==> config.mk <==
export PLATFORM = sky130hd
export DESIGN_NAME = alu_seq_exec
export DESIGN_NICKNAME = d
export VERILOG_FILES = /design/src/rtl/alu_seq_exec.sv
export SDC_FILE = /design/constraint.sdc
export NUM_CORES = 1
export LEC_CHECK = 0
export BUFFER_PORTS_ARGS = -buffer_cell sky130_fd_sc_hd__clkbuf_2
export CORE_ASPECT_RATIO = 0.5
export CORE_MARGIN = 1.5
export CORE_UTILIZATION = 45
export CTS_CLUSTER_SIZE = 12
export DETAILED_ROUTE_END_ITERATION = 7
export PLACE_DENSITY_LB_ADDON = 0.12
export SLEW_MARGIN = 20
export SYNTH_ARGS = -nofsm -noshare
export SYNTH_HDL_FRONTEND = slang
export SYNTH_SLANG_ARGS = --single-unit
==> constraint.sdc <==
create_clock -name clk -period 2.8 [get_ports clk]
set_input_delay 0.42 -clock clk [delete_from_list [all_inputs] [get_ports clk]]
set_output_delay 0.42 -clock clk [all_outputs]
set_load 0.01 [all_outputs]
==> src/rtl/alu_seq_exec.sv <==
`default_nettype none
// ============================================================================
//  Module      : alu_seq_exec
//  Description : Single-request ALU with a valid/ready handshake on both sides.
//                Logic and arithmetic ops complete one cycle after the transfer.
//                Shift ops (SLL/SRL/SRA, amount = SrcB[4:0]) are done one bit
//                per cycle in state SHIFT. With ALU_SEQ_BARREL_SHIFT_EN
//                defined they are done in a single cycle instead. Results are
//                the same in both builds.
//  Ports       : clk        - rising-edge clock
//                rst_n      - asynchronous active-low reset
//                in_valid   - request valid
//                in_ready   - high only in IDLE
//                Operation  - 4-bit ALU op code
//                SrcA/SrcB  - operands (DATA_W bits)
//                out_valid  - result valid, held until out_ready
//                out_ready  - consumer accepts result
//                ALUResult  - registered result
//                Zero       - registered zero flag (A == B for BEQ)
//  Config      : `define ALU_SEQ_BARREL_SHIFT_EN -> single-cycle shifts
//  Revision    : 1.0 - initial release
// ============================================================================
module alu_seq_exec #(
    parameter int DATA_W = 32
) (
    input  logic              clk,
    input  logic              rst_n,
    input  logic              in_valid,
    output logic              in_ready,
    input  logic [3:0]        Operation,
    input  logic [DATA_W-1:0] SrcA,
    input  logic [DATA_W-1:0] SrcB,
    output logic              out_valid,
    input  logic              out_ready,
    output logic [DATA_W-1:0] ALUResult,
    output logic              Zero
);

    localparam logic [1:0] c_ST_IDLE  = 2'd0;
    localparam logic [1:0] c_ST_SHIFT = 2'd1;
    localparam logic [1:0] c_ST_DONE  = 2'd2;

    localparam logic [3:0] c_OP_AND = 4'b0000;
    localparam logic [3:0] c_OP_OR  = 4'b0001;
    localparam logic [3:0] c_OP_ADD = 4'b0010;
    localparam logic [3:0] c_OP_SUB = 4'b0011;
    localparam logic [3:0] c_OP_SRL = 4'b0101;
    localparam logic [3:0] c_OP_SLL = 4'b0110;
    localparam logic [3:0] c_OP_SRA = 4'b0111;
    localparam logic [3:0] c_OP_BEQ = 4'b1000;
    localparam logic [3:0] c_OP_SLT = 4'b1100;

    // Low two op bits distinguish the shifts: 01 SRL, 10 SLL, 11 SRA.
    localparam logic [1:0] c_SH_SLL = 2'b10;
    localparam logic [1:0] c_SH_SRA = 2'b11;

    logic [1:0]        r_state;
    logic [1:0]        w_next_state;
    logic [DATA_W-1:0] r_result;
    logic              r_zero;
    logic [DATA_W-1:0] r_work;
    logic [4:0]        r_cnt;
    logic [1:0]        r_shift_op;
    logic [DATA_W-1:0] w_alu_result;
    logic              w_alu_zero;
    logic [DATA_W-1:0] w_work_shifted;
    logic              w_transfer;

    assign w_transfer = in_valid && (r_state == c_ST_IDLE);

    // ------------------------------------------------------------------
    // Single-cycle result, evaluated on the live inputs and captured on
    // the transfer edge. In the iterative build a shift op captures SrcA
    // here, which is already the answer for a zero shift amount; for a
    // non-zero amount the SHIFT state overwrites it.
    // ------------------------------------------------------------------
    always_comb begin
        w_alu_result = '0;
        case (Operation)
            c_OP_AND: w_alu_result = SrcA & SrcB;
            c_OP_OR:  w_alu_result = SrcA | SrcB;
            c_OP_ADD: w_alu_result = SrcA + SrcB;
            c_OP_SUB: w_alu_result = SrcA - SrcB;
            c_OP_BEQ: w_alu_result = SrcA - SrcB;
            c_OP_SLT: w_alu_result = {{(DATA_W-1){1'b0}}, ($signed(SrcA) < $signed(SrcB))};
`ifdef ALU_SEQ_BARREL_SHIFT_EN
            c_OP_SLL: w_alu_result = SrcA << SrcB[4:0];
            c_OP_SRL: w_alu_result = SrcA >> SrcB[4:0];
            c_OP_SRA: w_alu_result = DATA_W'($signed(SrcA) >>> SrcB[4:0]);
`else
            c_OP_SLL: w_alu_result = SrcA;
            c_OP_SRL: w_alu_result = SrcA;
            c_OP_SRA: w_alu_result = SrcA;
`endif
            default:  w_alu_result = '0;
        endcase
        w_alu_zero = (w_alu_result == '0);
        if (Operation == c_OP_BEQ) begin
            w_alu_zero = (SrcA == SrcB);
        end
    end

    // One-bit step of the iterative shifter.
    always_comb begin
        case (r_shift_op)
            c_SH_SLL: w_work_shifted = {r_work[DATA_W-2:0], 1'b0};
            c_SH_SRA: w_work_shifted = {r_work[DATA_W-1], r_work[DATA_W-1:1]};
            default:  w_work_shifted = {1'b0, r_work[DATA_W-1:1]};
        endcase
    end

    // ------------------------------------------------------------------
    // FSM: state register
    // ------------------------------------------------------------------
    always_ff @(posedge clk or negedge rst_n) begin
        if (!rst_n) begin
            r_state <= c_ST_IDLE;
        end else begin
            r_state <= w_next_state;
        end
    end

    // ------------------------------------------------------------------
    // FSM: next-state logic
    // ------------------------------------------------------------------
`ifndef ALU_SEQ_BARREL_SHIFT_EN
    logic w_is_shift;
    assign w_is_shift = (Operation == c_OP_SLL) || (Operation == c_OP_SRL) ||
                        (Operation == c_OP_SRA);
`endif

    always_comb begin
        w_next_state = r_state;
        case (r_state)
            c_ST_IDLE: begin
                if (in_valid) begin
`ifdef ALU_SEQ_BARREL_SHIFT_EN
                    w_next_state = c_ST_DONE;
`else
                    w_next_state = (w_is_shift && (SrcB[4:0] != 5'd0)) ? c_ST_SHIFT : c_ST_DONE;
`endif
                end
            end
            // The counter is never zero here; the step that takes it to
            // zero is the last one.
            c_ST_SHIFT: begin
                if (r_cnt == 5'd1) begin
                    w_next_state = c_ST_DONE;
                end
            end
            c_ST_DONE: begin
                if (out_ready) begin
                    w_next_state = c_ST_IDLE;
                end
            end
            default: w_next_state = c_ST_IDLE;
        endcase
    end

    // ------------------------------------------------------------------
    // FSM: outputs
    // ------------------------------------------------------------------
    always_comb begin
        in_ready  = (r_state == c_ST_IDLE);
        out_valid = (r_state == c_ST_DONE);
    end

    assign ALUResult = r_result;
    assign Zero      = r_zero;

    // ------------------------------------------------------------------
    // Datapath registers
    // ------------------------------------------------------------------
    always_ff @(posedge clk or negedge rst_n) begin
        if (!rst_n) begin
            r_result   <= '0;
            r_zero     <= 1'b0;
            r_work     <= '0;
            r_cnt      <= 5'd0;
            r_shift_op <= 2'b00;
        end else begin
            if (w_transfer) begin
                r_result   <= w_alu_result;
                r_zero     <= w_alu_zero;
                r_work     <= SrcA;
                r_cnt      <= SrcB[4:0];
                r_shift_op <= Operation[1:0];
            end else if (r_state == c_ST_SHIFT) begin
                r_work <= w_work_shifted;
                r_cnt  <= r_cnt - 5'd1;
                if (r_cnt == 5'd1) begin
                    r_result <= w_work_shifted;
                    r_zero   <= (w_work_shifted == '0);
                end
            end
        end
    end

endmodule
`default_nettype wire
==> results by stage <==
Power:
- Power spread over the standard cell area amounts to 542 nW/µm².
- The completed layout was analyzed and its total power is 7.97 mW.
- The peak supply drop is 629 µV.
- In this run the static leakage power is 7.07 nW.

STA:
- Subtracting the final worst setup slack from the clock period gives 3.74 ns.
- Adding up every negative setup slack in the final design gives -6.48 ns.
- The final count of negative-setup-slack endpoints is 17.
- Between clock sinks in the finished design, the worst skew comes to 0.00726 ns.
- The actual slew at the worst max-slew pin is 0.965 ns.
- The worst slew slack as a fraction of its limit is 0.356.
- On the final layout, the worst hold slack is 0.204 ns.
- The final max-slew violation count was 0.
- The post-route worst setup slack is -0.945 ns.
- The ratio of final minimum period to clock period is 1.34.
- Setup repair after global routing could not meet its margin everywhere.
- The maximum clock rate is 267 MHz.
- The hold violation total from the final report came to 0.

Setup path:
- The type of element capturing the critical path is a flip-flop.
- The critical path starts at SrcA[0].
- In this run the worst setup path terminates at Zero.
- The classification of the worst setup path is input port to flip-flop.
- The endpoint of the most critical register-to-register path is Zero.
- The critical path data arrival time is 3.98 ns.
- For the worst setup path, the data required time is 3.04 ns.
- The sort of element at the start of the critical path is an input port.
- The startpoint of the worst-slack reg-to-reg timing path is r_state[1].
- For flop-to-flop paths, the worst setup slack is -0.02 ns.
- The number of cells on the worst reg-to-reg path is 11.
- The maximum fanout encountered on the critical timing path is 3.

Clock network:
- Clock tree synthesis found a total of 74 sinks.
- The clock passes through at most 2 buffers.
- The clock latency on the worst-skew pair is 0.35 ns.
- The CTS H-tree depth is 3.
- The clock tree root buffer cell is clkbuf_16.
- The clock-pin slew reported for the worst setup and hold paths after clock tree synthesis is 0.07 ns.
- The CTS tree is built.
- The TritonCTS buffer count is 9.
- Hold repair after CTS inserted 0 buffers.

Synthesis:
- The number of warnings reported in the yosys synthesis log is 0.
- The number of different library cells used by synthesis comes to 77.
- When the netlist entered floorplanning its net count stood at 1408.
- Dividing the synthesized area by the synthesized cell count gives 7.60 µm².
- Counting flops with an async set or reset pin after synthesis yields a share of 1.00.
- Ranked by total cell area, the synthesized netlist is headed by dfrtp_1 (20%), ha_1 (15%), nor2_1 (5.2%).
- In the synthesized netlist the dominant register cell turns out to be dfrtp_1.
- The largest area contributor in the synthesized netlist is dfrtp_1.
- The count of flip-flops with a built-in enable after synthesis is 0.
- The most frequently used cell type in the post-synthesis netlist is nor2_1.
- The post-synth design cell area is 9300 µm².
- For this run, the register share of the synthesized area comes to 0.199.
- In this run, synthesis produced a sequential element count of 74.
- Ranked by instance count, the synthesized netlist is headed by nor2_1 (128), ha_1 (110), inv_1 (100).
- Synthesis handed over a netlist of 1224 instances.
- The area share of the leading cell type in the synthesized netlist is 0.199.

Drt:
- Using the TritonRoute via totals, the vias-per-cell ratio works out to 6.15.
- The count of TritonRoute iterations in the first routing pass is 8.
- The post-route DRC violation count is 0.
- For this block, the routed nets add up to 42400 µm of wire.
- The detailed-route wire length per cell is 21.2 µm.
- The post-route antenna net violation count is 0.
- After the first detailed-routing iteration, the DRC count stood at 1310.
- Detailed routing inserted a total of 12.3k vias.

Cells and area:
- The fraction of final layout cells with drive strength greater than 1 is 0.419.
- The repair_antennas step left the layout with diodes totalling 0.
- The layout overhead on the synthesized area is 58.0%.
- The finished layout holds 2000 standard cells, fillers aside.
- In the final design database the tool counted 1913 nets.
- The core occupancy in the finished layout is 0.740.
- Once layout is done, the placed cells without fillers occupy 14700 µm².

Run status:
- The flow ran to the end, but the final reports show violations.
- The final reports fail on setup timing.

Placed design:
- At the end of routability-driven placement, the weighted congestion stood at 1.00.
- Once detailed placement completed, the half-perimeter wirelength came to 33300 µm.
- During placement, the flow inserted port buffers numbering 106.
- The minimum setup slack after placement is -1.40 ns.
- The count of placed standard cells including taps is 1962.
- The placed instances occupy a cell area of 13500 µm².

Die:
- The die boundary width is 206 µm.
- The standard-cell row count is 36.
- The core footprint is 19900 µm².
- In this run the count of I/O pins placed on the die edge is 107.
- The initial utilization of the core area, before any placement, comes to 0.468.
- The floorplan step set the die height to 105 µm.
- The die covers 21600 µm².

Global route:
- Entering global routing, the biggest net connects 75 pins.
- The via count of the first global-routing pass is 11.9k.
- The first global-routing pass estimated 65300 µm of wire.
- The total routing usage reported by global routing is 0.385.
- The number of antenna violations at the first check in global routing came to 0.
- The final global-route overflow total is 0.

Run:
- Across the run, the number of max-cap violations was 0.

Worst hold path:
- The worst hold-check path type is input port to asynchronous set/reset pin.
==> cell type report <==
class / instances / area [µm²]
clock inverters: 7 / 85.1
inverters: 101 / 395
well taps: 266 / 333
repair buffers: 572 / 4200
clock buffers: 9 / 225
flip-flops and latches: 74 / 1850
multi-input cells: 971 / 7600
fillers: 1543 / 5170
==> how the worst min path moves through the flow <==
stage                                to  slack (ns)  depth (start not counted)
after floorplan            ALUResult[0]        0.12                          0
after global placement     ALUResult[7]        0.48                          2
after detailed placement   ALUResult[9]        0.48                          2
after CTS                    r_work[27]        0.26                          1
after global routing         r_work[27]        0.29                          1
final                     ALUResult[27]        0.20                          1
==> registers in the layout, summed over array words and instances, names as in the netlist <==
signal and count:
r_shift_op 2, ALUResult 32, Zero 1, r_cnt 5, r_work 32, r_state 2
==> layer usage <==
| layer | routed length (µm) | global-route usage | up-vias | part of all wire |
|---|---|---|---|---|
| met5 | 0 | 0 | - | 0 |
| met1 | 18200 | 0.538 | 5911 | 0.43 |
| met4 | 1290 | 0.119 | 0 | 0.030 |
| li1 | - | - | 5602 | - |
| met2 | 18800 | 0.606 | 685 | 0.44 |
| met3 | 4010 | 0.0621 | 102 | 0.095 |
==> what timing repair did <==
item	in CTS	in global routing
resized for setup	60	74
endpoints found under the setup margin	19	22
pin swaps	32	43
buffers inserted	11	16
==> cell families after synthesis <==
group / after synthesis / synth area share
adder cells (fa/ha/maj): 112 / 0.152
multiplexers: 36 / 0.0392
XOR/XNOR: 4 / 0.00377
AND/OR/NAND/NOR: 378 / 0.198
buffers and inverters: 179 / 0.0747
AO/OA/AOI/OAI: 441 / 0.333
flip-flops: 74 / 0.199
==> worst max-delay path, cell delays in order <==
cell and delay [ns]:
clkbuf_16 0.14, inv_12 0.05, ha_4 0.12, inv_2 0.04, fa_2 0.39, nor2b_4 0.15, o311ai_4 0.30, o211ai_1 0.16
buf_4 0.18, a221o_1 0.39, nor3b_4 0.19, o21ai_2 0.16, nand4_1 0.18, nor4_2 0.31, nand4_1 0.14, or4_4 0.43
o41ai_2 0.21
==> power by group <==
part / switching (mW) / total (mW) / internal (mW)
registers: 0.452 / 2.02 / 1.57
clock network: 0.521 / 1.23 / 0.709
logic: 2.62 / 4.71 / 2.10
==> layout by cell type (no fill, tap or decap), drive strengths merged, types with 7 or more instances in the layout <==
cell type  netlist  routed
buf             16     471
nor2           128     128
clkbuf          62     110
ha             110     110
inv            100     103
a21oi           90      90
o21ai           87      87
nand2           77      77
dfrtp           74      74
a22oi           36      36
mux2i           33      33
nor3            28      28
a221o           27      27
nand3           27      27
a221oi          25      25
o211ai          21      21
nand4           21      21
o221ai          20      20
nor4            18      18
nand2b          17      17
o31ai           17      17
a21o            16      16
a31oi           14      14
a211oi          14      14
nor2b           12      12
o22ai            8       8
nor4b            8       8
o21bai           7       7
o31a             7       7
(Power assumes the default switching activity.)
